===== config.mk =====
export PLATFORM = sky130hd
export DESIGN_NAME = rgb_pwm_fader
export DESIGN_NICKNAME = d
export VERILOG_FILES = /design/src/rtl/rgb_pwm_fader.sv
export SDC_FILE = /design/constraint.sdc
export NUM_CORES = 1
export LEC_CHECK = 0
export ABC_AREA = 1
export BUFFER_PORTS_ARGS = -buffer_cell sky130_fd_sc_hd__clkbuf_2
export CAP_MARGIN = 10
export CORE_MARGIN = 5
export CORE_UTILIZATION = 45
export DETAILED_ROUTE_END_ITERATION = 10
export HOLD_SLACK_MARGIN = 0.06
export PLACE_DENSITY = 0.7
export SLEW_MARGIN = 20
export SYNTH_ARGS = -nofsm -noshare
export SYNTH_HDL_FRONTEND = slang
export SYNTH_SLANG_ARGS = --single-unit

===== constraint.sdc =====
create_clock -name clk -period 2.42 [get_ports clk]
set_input_delay 0.484 -clock clk [delete_from_list [all_inputs] [get_ports clk]]
set_output_delay 0.484 -clock clk [all_outputs]
set_load 0.02 [all_outputs]

===== src/rtl/rgb_pwm_fader.sv =====
// Fades three active-low PWM LEDs toward a registered RGB colour target, one duty step per prescaler tick.
// Inputs take 1 cycle to register; the LED outputs are registered and duty changes are applied at PWM wrap.
module rgb_pwm_fader #(
  parameter int PWM_BITS = 8,
  parameter int STEP_DIV = 4096
) (
  input  logic                clk,
  input  logic                rst_n,
  input  logic [2:0]          color_i,
  input  logic [PWM_BITS-1:0] level_i,
  output logic                rLed,
  output logic                gLed,
  output logic                bLed,
  output logic                busy_o
);

  localparam int PS_W = $clog2(STEP_DIV);
  localparam logic [PS_W-1:0]     PS_LAST  = PS_W'(STEP_DIV - 1);
  localparam logic [PWM_BITS-1:0] CNT_LAST = PWM_BITS'((1 << PWM_BITS) - 2);

  typedef enum logic {IDLE, FADE} state_t;

  state_t                        state, state_nxt;
  logic [2:0]                    color_r;
  logic [PWM_BITS-1:0]           level_r;
  logic [2:0][PWM_BITS-1:0]      target, duty, duty_nxt, shadow;
  logic [PWM_BITS-1:0]           pwm_cnt;
  logic [PS_W-1:0]               prescaler;
  logic [2:0]                    led_n;
  logic                          tick;

  always_comb begin
    for (int i = 0; i < 3; i++) begin
      target[i] = color_r[i] ? level_r : '0;
    end
  end

  always_comb begin
    state_nxt = state;
    case (state)
      IDLE:    if (duty != target) state_nxt = FADE;
      FADE:    if (duty == target) state_nxt = IDLE;
      default: state_nxt = IDLE;
    endcase
  end

  assign tick = (state == FADE) && (prescaler == PS_LAST);

  // Direction is taken from the current target, so a retarget landing on a tick steps the new way.
  always_comb begin
    duty_nxt = duty;
    if (tick) begin
      for (int i = 0; i < 3; i++) begin
        if (duty[i] < target[i]) begin
          duty_nxt[i] = duty[i] + 1'b1;
        end else if (duty[i] > target[i]) begin
          duty_nxt[i] = duty[i] - 1'b1;
        end
      end
    end
  end

  always_ff @(posedge clk or negedge rst_n) begin
    if (!rst_n) begin
      state     <= IDLE;
      color_r   <= '0;
      level_r   <= '0;
      duty      <= '0;
      shadow    <= '0;
      pwm_cnt   <= '0;
      prescaler <= '0;
      led_n     <= 3'b111;
    end else begin
      state   <= state_nxt;
      color_r <= color_i;
      level_r <= level_i;
      duty    <= duty_nxt;

      if (state != FADE || state_nxt != FADE || tick) begin
        prescaler <= '0;
      end else begin
        prescaler <= prescaler + 1'b1;
      end

      // Shadow only reloads at the period boundary so a pulse is never cut short or stretched.
      if (pwm_cnt == CNT_LAST) begin
        pwm_cnt <= '0;
        shadow  <= duty;
      end else begin
        pwm_cnt <= pwm_cnt + 1'b1;
      end

      for (int i = 0; i < 3; i++) begin
        led_n[i] <= ~(pwm_cnt < shadow[i]);
      end
    end
  end

  assign rLed   = led_n[2];
  assign gLed   = led_n[1];
  assign bLed   = led_n[0];
  assign busy_o = (state == FADE);

endmodule

Word-level counts from Yosys, hierarchy flattened
Cells that the tools add are included. Widths: inputs -> output; s select.

Flip-flop bits (word level): 83. Logic and storage cells: 61.

Bitwise gates (word level): 5. Reduce and logical (&&, ||, !) cells: 9. Order comparisons: 9. Add/subtract/negate cells: 8. Equality and inequality tests: 4. Multiplexer cells: 14.

Operators by type and width (number): $mux 8 (10); $lt 8x8->1 (6); $add 8x1->8 const B (4); $eq 24x24->1 (1); $gt 8x8->1 (3); $ne 24x24->1 (1); $sub 8x1->8 const B (3); $add 12x1->12 const B (1); $eq 12x12->1 const B (1); $mux 12 (1); $eq 8x8->1 const B (1); $reduce_and 2->1 (3); $reduce_bool 2->1 (3); $not 1->1 (5); $logic_or 1x1->1 (2); $mux 1 (2); $pmux 1 s2 (1); $logic_and 1x1->1 (1).

Longest topological paths before layout
Gate-level depths: netlist of the first run.

Word-level depth: 8. Gate-level depth with buffers: 22. Mapped depth without buffers: 21.

Least setup slack after synthesis of the first run
OpenSTA, ideal clock, no wires.

Path type: register to register. Start point: reg color_r[0]. End point: reg duty[7] in the netlist's numbering. Path buffers: 1. Cell stages (with the launch flop): 16. Setup time: 0.116 ns. Path slack: -0.128 ns. Data required time: 2.304 ns. Data arrival time: 2.431 ns. Path through: dfrtp_1 -> clkbuf_1 -> nand2_1 -> ha_1 -> a21o_1 -> nor2_1 -> nand2_1 -> ha_1 -> o21ai_0 -> nor2_1 -> nor2_1 -> inv_1 -> nand2_1 -> nand2_1 -> nand2_1 -> nand2_1.

Cells in the longest elaborated chain, start to end: 4. Elaborated cells on any way between the ends: 6. Classes of those cells: 2 x order compare; 2 x mux; 2 x reduce/logical.

Ends and longest elaborated chain: start, declared (RTL line 24) `logic [2:0] color_r;`; start signal, assigned (RTL line 75) `color_r <= color_i;`; $mux 8 (*) (RTL line 34) `target[i] = color_r[i] ? level_r : '0;`; $lt 8x8->1 or $gt 8x8->1 (tied branches) (RTL line 54, 56); $reduce_bool 2->1 (no source line); $reduce_and 2->1 (no source line); end signal, assigned (RTL line 77) `duty <= duty_nxt;`; end, declared (RTL line 26) `logic [2:0][PWM_BITS-1:0] target, duty, duty_nxt, shadow;`.

Every way passes the cells marked *; elsewhere a longest branch is shown, timed or not. A chain may end at the register's enable or synchronous reset.

Worst setup path after layout of the first run
Start point: reg color_r[2]. End point: reg duty[23] in the netlist's numbering.

Same word-level chain as after synthesis.

==> results of run 1 <==
[worst reg2reg max path, delay by kind of cell (launching register included)]
family	cells	cell delay (ps)
simple gates	10	760
flops	1	470
buf+inv	3	340
fa+ha+maj	2	450
compound gates	2	330
[synth_stat cells (2+ instances only)]
cell	n	area (um2)
a21o_1	7	52.6
a21oi_1	29	145
a31oi_1	7	43.8
and3_1	2	12.5
buf_2	4	20.0
buf_6	3	33.8
clkbuf_1	5	18.8
dfrtp_1	80	2000
dfstp_2	3	78.8
fa_1	3	60.1
ha_1	77	963
inv_1	69	259
nand2_1	176	661
nand2_2	4	25.0
nand3_1	18	90.1
nand4_1	9	56.3
nor2_1	42	158
nor2_4	2	22.5
nor3_1	7	35.0
o21ai_0	37	185
o21ai_1	3	15.0
o21ai_2	11	96.3
o21bai_1	2	15.0
xnor2_1	8	70.1
xor2_1	16	140
[metrics by stage]
step	std cells	instance area [um2]
final	868	7040
after global placement	839	5970
after CTS	856	6430
after detailed placement	839	5970
after global routing	868	7040
after floorplan	629	5310
[report_power, final]
part           switching (W)  internal [W]  leakage, nW  total, W
Sequential         0.0000673       0.00145         1.08   0.00152
Combinational       0.000221      0.000190         2.25  0.000411
Clock               0.000568      0.000885        0.148   0.00145
Total               0.000856       0.00253         3.49   0.00339
[placed cells by master (no fill, tap or decap), types with 4 or more instances in the layout]
cell / count
nand2_1: 151
dfrtp_1: 74
buf_4: 71
inv_1: 66
ha_1: 46
o21ai_0: 33
nor2_1: 33
ha_4: 29
nand2_2: 22
a21oi_1: 22
nand3_1: 15
xor2_1: 15
clkbuf_2: 15
o21ai_2: 12
nand4_1: 9
clkbuf_16: 9
a21o_1: 7
nor2_4: 7
nor3_1: 7
nand2_4: 6
a21oi_2: 6
xnor2_1: 6
dfrtp_2: 6
a31oi_1: 5
o21ai_1: 5
buf_6: 5
nor2_2: 4
nand3_2: 4
[flip-flops by register name, indices dropped and copies added, names as in the netlist]
register,cells
prescaler,12
shadow,24
color_r,3
duty,24
led_n,3
level_r,8
pwm_cnt,8
busy_o,1
[routing by layer]
metal  vias to the layer above  share of wire
met5                         -              0
met4                         0          0.028
met3                        36          0.044
met2                       123           0.49
met1                      2172           0.44
li1                       2234              -
[what timing repair did]
item,in CTS,in global routing
buffers inserted,0,12
gates resized for setup,26,90
pin swaps,5,34
gates cloned,1,0
endpoints found under the setup margin,15,17
[layout make-up]
class	count	area share
Multi-Input combinational cell	466	0.502
Sequential cell	83	0.296
Timing Repair Buffer	91	0.0943
Clock buffer	13	0.0384
Inverter	69	0.0368
Tap cell	143	0.0254
Clock inverter	3	0.00639
[worst paths after layout]
| kind | to | depth (start not counted) |
|---|---|---|
| max | duty[23]$_DFFE_PN0P_ | 17 |
| max reg2reg | duty[23]$_DFFE_PN0P_ | 17 |
| min in group clk | level_r[7]$_DFF_PN0_ | 1 |
| min | pwm_cnt[2]$_DFF_PN0_ | 1 |
| min reg2reg | shadow[8]$_DFFE_PN0N_ | 2 |
| max in group asynchronous | color_r[1]$_DFF_PN0_ | 2 |
[cells by family after synthesis]
| group | share of synthesized area |
|---|---|
| AND/OR/NAND/NOR | 0.207 |
| AO/OA/AOI/OAI | 0.107 |
| flip-flops | 0.392 |
| buffers and inverters | 0.0625 |
| adder cells (fa/ha/maj) | 0.193 |
| XOR/XNOR | 0.0396 |
==> metrics.cfg, run 1 <==
[flow_run]
drv_cap = 0

[timing]
relSlewSlack = 0.649
clock.fmax_ghz = 0.405
rsz0062_at_grt = true
setup_viol = 3
hold_viol = 0
post-route-period-util = 1.02
fin_skew_ps = 8.73
final.setup.worst_slack_ps = -51.1
hold_slack_ps = 110
slew_violations = 0
period_minus_slack_ps = 2470
worst_pin_slew_ps = 525
fin_tns_setup_ps = -108

[cts]
cts_hold_buf = 0
htree_levels = 3
cts_tree = yes
clock-root-buffer = clkbuf_16
clk_pin_slew_ps = 60
cts_inserted_buffers = 9
clockBufferDepth = 2
clk_latency_ps = 350
cts_sinks = 83

[drt]
vias_per_cell = 5.26
drtIter0Drc = 220
routed_wl_um = 13700
drt.antenna.violating_nets = 0
route.detailed.drc = 0
wl_per_cell_um = 15.7
num_vias = 4565
first_pass_iters = 5

[worst_setup_path]
crit_top_cell = nand2_1
worst_setup_path_start_kind = register
startpoint = color_r[2]$_DFF_PN0_
cpPeakStageDelay_ps = 470
rrSetupSlack_ps = -50
cp-end-kind = register
path_max_fanout = 8
path_buf_inv = 3
arrival_ps = 2700
path_class = register to register
cp_cell_sequence = buf_6, nand2_4, ha_4, a21oi_2, nand2_2, nand2_4, nand2_8, buf_6, ha_4, a21oi_2, nand2_1, nor2_2, inv_1, nand2_1, nand2_1, nand2_1, nand2_1
crit_family = simple AND/OR/NAND/NOR gates
cp.required_ps = 2650
slowest_stage = dfrtp_2
reg2reg_from = color_r[2]$_DFF_PN0_

[floorplanning]
dieWidth_um = 119
io_pins = 17
start_util = 0.463
rows = 39
core_um2 = 11500
die_area_um2 = 14100
fp.dieH_um = 119

[global_route]
overflow = 0
grt_max_degree = 41
grt_usage = 0.185
antenna_found_initial = 0
met3_usage = 0.0353
grt-busiest-layer = met2
grt_pass1_vias = 4425
use_met1 = 0.249
grt_first_pass_wirelength_um = 21300
met2_usage = 0.292

[final_layout]
multi_input_area_um2 = 3540
fin_util = 0.614
num_antenna_cells = 0
register_area_um2 = 2090
drive_above_1_share = 0.308
final_nets = 813
area_delta_synth_final_pct = 32.7
fillCellCount = 894

[synth]
syn_area_um2 = 5310
synth_edf_count = 0
synth_cells = 629
synth_area_per_cell_um2 = 8.44
ys_seq_area_frac = 0.392
synth.net_count = 722
ys.flop_type = dfrtp_1
synthDistinctLibCells = 30
ys_async_sr_fraction = 1.00
ys.warnings.count = 0
ys_ff_latch = 83

[placed_design]
dp_hpwl_um = 9090
pre_cts_slack_ps = -204
gp_routability_congestion = 0.935
io_buffer_count = 16

[power_and_ir_drop]
power_density_nw_per_um2 = 481
power_w = 0.00339
leakagePower_nw = 3.49
irDropWorstVdd_uv = 412

[status]
outcome = complete, but fails checks
violations = negative setup slack

[hold_path]
holdCritPathClass = primary input to async pin

Note: power is estimated with default switching activity, not from simulation.
==> run 2: changes to the inputs <==
Settings changed: CORE_UTILIZATION 45 to 57, MAX_ROUTING_LAYER set to met4, PLACE_DENSITY 0.7 to 0.84.
==> metrics.cfg, run 2 (synthesis gave the netlist of run 1 again) <==
[status]
outcome = complete, but fails checks
violations = negative setup slack

[placed_design]
gp_routability_congestion = 0.900  ; -3.7%
io_buffer_count = 16  ; unchanged
dp_hpwl_um = 9240  ; +1.6%

[drt]
first_pass_iters = 7  ; +2
wl_per_cell_um = 23.5  ; +49%
routed_wl_um = 19500  ; +43%
num_vias = 5408  ; +18%
drtIter0Drc = 623  ; +180%
vias_per_cell = 6.52  ; +24%
drt.antenna.violating_nets = 0  ; unchanged
route.detailed.drc = 0  ; unchanged

[floorplanning]
dieWidth_um = 106  ; -10%
core_um2 = 9150  ; -20%
fp.dieH_um = 106  ; -10%
rows = 35  ; -10%
io_pins = 17  ; unchanged
die_area_um2 = 11300  ; -19%
start_util = 0.580  ; +0.117

[cts]
clk_pin_slew_ps = 90  ; +30 ps
clk_latency_ps = 380  ; +30 ps
cts_sinks = 83  ; unchanged
cts_tree = yes
htree_levels = 3  ; unchanged
clock-root-buffer = clkbuf_8
cts_inserted_buffers = 9  ; unchanged
clockBufferDepth = 2  ; unchanged

[timing]
post-route-period-util = 1.16  ; +0.134
setup_viol = 18  ; +15
relSlewSlack = 0.586  ; -0.0629
clock.fmax_ghz = 0.358  ; -12%
period_minus_slack_ps = 2800  ; +324 ps
hold_viol = 0  ; unchanged
slew_violations = 0  ; unchanged
rsz0062_at_grt = true
worst_pin_slew_ps = 621  ; +96.0 ps
fin_skew_ps = 14.7  ; +5.94 ps
final.setup.worst_slack_ps = -375  ; -324 ps

[power_and_ir_drop]
irDropWorstVdd_uv = 314  ; -24%
power_w = 0.00297  ; -12%
leakagePower_nw = 3.44  ; -1.4%
power_density_nw_per_um2 = 420  ; -13%

[worst_setup_path]
crit_top_cell = nand2_1
arrival_ps = 3070  ; +370 ps
cp_cell_sequence = nand2_2, ha_4, a21oi_2, nor2_2, nor2_4, nand2_8, buf_6, ha_4, nand4_1, nor2_1, nor2_1, inv_1, nand2_1, nand2_1, nand2_1, nand2_1
cpPeakStageDelay_ps = 540  ; +70 ps
path_max_fanout = 8  ; unchanged
worst_setup_path_start_kind = register
slowest_stage = dfrtp_2
path_class = register to register
path_buf_inv = 2  ; -1
cp-end-kind = register
cp.required_ps = 2690  ; +40 ps
crit_family = simple AND/OR/NAND/NOR gates

[final_layout]
area_delta_synth_final_pct = 33.1
fillCellCount = 445  ; -50%
final_cell_mix = nand2_1, dfrtp_1, buf_4
fin_util = 0.772  ; +0.158
drive_above_1_share = 0.354  ; +0.0462
num_antenna_cells = 0  ; unchanged
multi_input_area_um2 = 3780  ; +6.8%
register_area_um2 = 2090  ; -0.12%
reg_top3 = duty: 24 flops, shadow: 24 flops, prescaler: 12 flops
layout_commonest_cell = nand2_1
final_nets = 806  ; -0.86%

[global_route]
grt_pass1_vias = 4749  ; +7.3%
antenna_found_initial = 0  ; unchanged
grt_usage = 0.258  ; +0.0729
grt_first_pass_wirelength_um = 22500  ; +5.6%
grt_max_degree = 46  ; +12%
overflow = 0  ; unchanged

[hold_path]
holdCritPathClass = primary input to async pin

[flow_run]
drv_cap = 0  ; unchanged

==> run 2: changes by cell type in the layout (fill, tap and decap cells not counted), sizes merged <==
| cell | previous run | this run |
|---|---|---|
| nand2 | 181 | 180 |
| clkinv | 0 | 5 |
| inv | 69 | 71 |
| buf | 76 | 70 |
| clkbuf | 28 | 24 |
| clkinvlp | 2 | 0 |
| bufinv | 1 | 0 |
==> run 2: final timing paths <==
check | end | cells after the start | from | slack [ps]
worst max-delay path | duty[15]$_DFFE_PN0P_ | 16 | color_r[1]$_DFF_PN0_ | -380
worst min-delay path | duty[10]$_DFFE_PN0P_ | 1 | rst_n | 110
worst max register to register | duty[15]$_DFFE_PN0P_ | 16 | color_r[1]$_DFF_PN0_ | -380
worst min register to register | prescaler[0]$_DFF_PN0_ | 1 | prescaler[0]$_DFF_PN0_ | 480
max in group asynchronous | color_r[0]$_DFF_PN0_ | 2 | rst_n | 1640
min in group clk | color_r[0]$_DFF_PN0_ | 1 | color_i[0] | 210
==> run 2: timing repair <==
item | in CTS | in global routing
hold endpoints to repair | 0 | 0
endpoints found under the setup margin | 15 | 21
setup buffers | 3 | 14
resized for setup | 29 | 139
pin swaps | 6 | 59
hold buffers | 0 | 0
gates cloned | 0 | 0
==> run 2: layer usage <==
metal  track usage  part of all wire  vias up
met5             -                 0        -
met4         0.119             0.079        0
met3        0.0504             0.098      167
met2         0.429              0.47      455
met1         0.303              0.35     2575
li1              -                 -     2211
==> run 2: final cells by class <==
cell class / count / area share
multi-input cells: 465 / 0.535
flip-flops and latches: 83 / 0.295
repair buffers: 85 / 0.0884
inverters: 69 / 0.0367
well taps: 111 / 0.0197
clock buffers: 9 / 0.0175
clock inverters: 7 / 0.00744
==> run 2: worst reg2reg max path, cell delays in order, from the launching register on <==
cell and delay (ps):
dfrtp_2 540, nand2_2 120, ha_4 240, a21oi_2 160, nor2_2 70, nor2_4 240
nand2_8 140, buf_6 160, ha_4 270, nand4_1 100, nor2_1 70, nor2_1 190
inv_1 90, nand2_1 90, nand2_1 60, nand2_1 90, nand2_1 60
==> run 2: through the flow <==
stage / hold WS (ps) / std cells / TNS (ps) / cell area (um2) / setup WS (ps)
3_5_place_dp: 457 / 796 / -1900 / 5860 / -198
3_3_place_gp: 449 / 796 / -286 / 5860 / -65.1
5_1_grt: 156 / 829 / -4230 / 7060 / -440
6_report: 112 / 829 / -2710 / 7060 / -375
2_1_floorplan: 188 / 629 / 0 / 5310 / 33.1
4_1_cts: 121 / 815 / -10.1 / 6260 / -7.16
==> run 2: power breakdown <==
| group | switching [W] | internal [W] |
|---|---|---|
| Sequential | 0.0000785 | 0.00145 |
| Clock | 0.000576 | 0.000382 |
| Combinational | 0.000276 | 0.000202 |
==> run 3: changes to the inputs <==
Settings changed: SKIP_LAST_GASP set to 1.
==> metrics.cfg, run 3 (synthesis gave the netlist of run 1 again) <==
[worst_setup_path]
worst_setup_path_start_kind = register
crit_top_cell = nand2_1
slowest_stage = dfrtp_2
path_max_fanout = 8  ; unchanged
cp.required_ps = 2700  ; about the same
crit_family = simple AND/OR/NAND/NOR gates
path_class = register to register
cp-end-kind = register
cp_cell_sequence = nand2_1, ha_1, a21oi_2, nor2_2, nor2_4, nand2_8, ha_4, a21o_1, nand2_1, nand2_1, nor2_2, inv_1, nand2_1, nand2_1, nand2_1, nand2_1
arrival_ps = 3080  ; about the same
cpPeakStageDelay_ps = 560  ; +20 ps
path_buf_inv = 1  ; -1

[cts]
clock-root-buffer = clkbuf_8
cts_sinks = 83  ; unchanged
htree_levels = 3  ; unchanged
clk_latency_ps = 380  ; about the same
cts_tree = yes
cts_hold_buf = 0  ; unchanged
cts_inserted_buffers = 9  ; unchanged
clockBufferDepth = 2  ; unchanged
clk_pin_slew_ps = 90  ; about the same

[timing]
worst_pin_slew_ps = 620  ; -0.498 ps
hold_viol = 0  ; unchanged
fin_tns_setup_ps = -2540  ; +167 ps
clock.fmax_ghz = 0.356  ; -0.50%
post-route-period-util = 1.16  ; +0.00581
slew_violations = 0  ; unchanged
setup_viol = 19  ; +1
fin_skew_ps = 18.1  ; +3.42 ps
relSlewSlack = 0.586  ; about the same
rsz0062_at_grt = true
final.setup.worst_slack_ps = -389  ; -14.1 ps
period_minus_slack_ps = 2810  ; +14.1 ps

[power_and_ir_drop]
power_w = 0.00297  ; +0.11%
irDropWorstVdd_uv = 403  ; +28%
power_density_nw_per_um2 = 421  ; +0.30%
leakagePower_nw = 3.44  ; about the same

[floorplanning]
start_util = 0.580  ; unchanged
fp.dieH_um = 106  ; unchanged
rows = 35  ; unchanged
io_pins = 17  ; unchanged
dieWidth_um = 106  ; unchanged
core_um2 = 9150  ; unchanged
die_area_um2 = 11300  ; unchanged

[drt]
num_vias = 5334  ; -1.4%
wl_per_cell_um = 23.2  ; -1.5%
routed_wl_um = 19200  ; -1.5%
drt.antenna.violating_nets = 0  ; unchanged
vias_per_cell = 6.43  ; -1.4%
first_pass_iters = 6  ; -1
drtIter0Drc = 557  ; -11%
route.detailed.drc = 0  ; unchanged

[final_layout]
drive_above_1_share = 0.351  ; -0.00279
reg_top3 = duty: 24 flops, shadow: 24 flops, prescaler: 12 flops
stdcell_area_um2 = 7050  ; -0.19%
num_antenna_cells = 0  ; unchanged
final_cell_mix = nand2_1, dfrtp_1, buf_4
final_nets = 806  ; unchanged
area_delta_synth_final_pct = 32.8
layout_commonest_cell = nand2_1

[global_route]
grt_first_pass_wirelength_um = 22500  ; unchanged
grt_max_degree = 46  ; unchanged
grt_pass1_vias = 4749  ; unchanged
overflow = 0  ; unchanged
grt_usage = 0.258  ; unchanged
antenna_found_initial = 0  ; unchanged

[hold_path]
holdCritPathClass = primary input to async pin

[status]
violations = negative setup slack
outcome = complete, but fails checks

[placed_design]
dp_hpwl_um = 9240  ; unchanged
io_buffer_count = 16  ; unchanged
gp_routability_congestion = 0.900  ; unchanged
place_area_um2 = 5860  ; unchanged

[flow_run]
drv_cap = 0  ; unchanged

-- run 3: cell counts in the layout (fill, tap and decap cells not counted) --
Identical to the previous run, type by type.
-- run 3: path summary, 6_finish.rpt --
kind | from | end | slack, ps | cells past startpoint
max | color_r[2]$_DFF_PN0_ | duty[23]$_DFFE_PN0P_ | -390 | 16
min | rst_n | duty[10]$_DFFE_PN0P_ | 110 | 1
max reg2reg | color_r[2]$_DFF_PN0_ | duty[23]$_DFFE_PN0P_ | -390 | 16
min reg2reg | prescaler[0]$_DFF_PN0_ | prescaler[0]$_DFF_PN0_ | 480 | 1
max in group asynchronous | rst_n | led_n[1]$_DFF_PN1_ | 1660 | 2
min in group clk | color_i[1] | color_r[1]$_DFF_PN0_ | 200 | 1
-- run 3: what timing repair did --
| item | in CTS | in global routing |
|---|---|---|
| buffers inserted | 3 | 14 |
| endpoints found under the hold margin | 0 | 0 |
| setup endpoints to repair | 15 | 21 |
| pin swaps | 6 | 59 |
| resized for setup | 29 | 137 |
-- run 3: metal layers --
| layer | GRT usage | up-vias | part of all wire |
|---|---|---|---|
| li1 | - | 2216 | - |
| met1 | 0.303 | 2517 | 0.35 |
| met2 | 0.429 | 455 | 0.48 |
| met3 | 0.0504 | 146 | 0.095 |
| met4 | 0.119 | 0 | 0.069 |
| met5 | - | - | 0 |
-- run 3: stage by stage --
stage,setup WS (ps),hold slack [ps],utilization,std cells
after floorplan,33.1,188,-,629
after global placement,-65.1,449,0.640,796
after detailed placement,-198,457,0.640,796
after CTS,-7.16,121,0.684,815
after global routing,-444,147,0.770,829
final,-389,107,0.770,829
-- run 3: area by class of cell --
type / count / area (um2)
Tap cell: 111 / 139
Fill cell: 448 / 2100
Multi-Input combinational cell: 465 / 3770
Clock inverter: 7 / 52.6
Timing Repair Buffer: 85 / 624
Inverter: 69 / 259
Clock buffer: 9 / 124
Sequential cell: 83 / 2090
-- run 3: power by group --
group          switching [W]  internal (W)
combinational       0.000269      0.000201
sequential         0.0000786       0.00145
clock               0.000588      0.000382
total               0.000936       0.00204
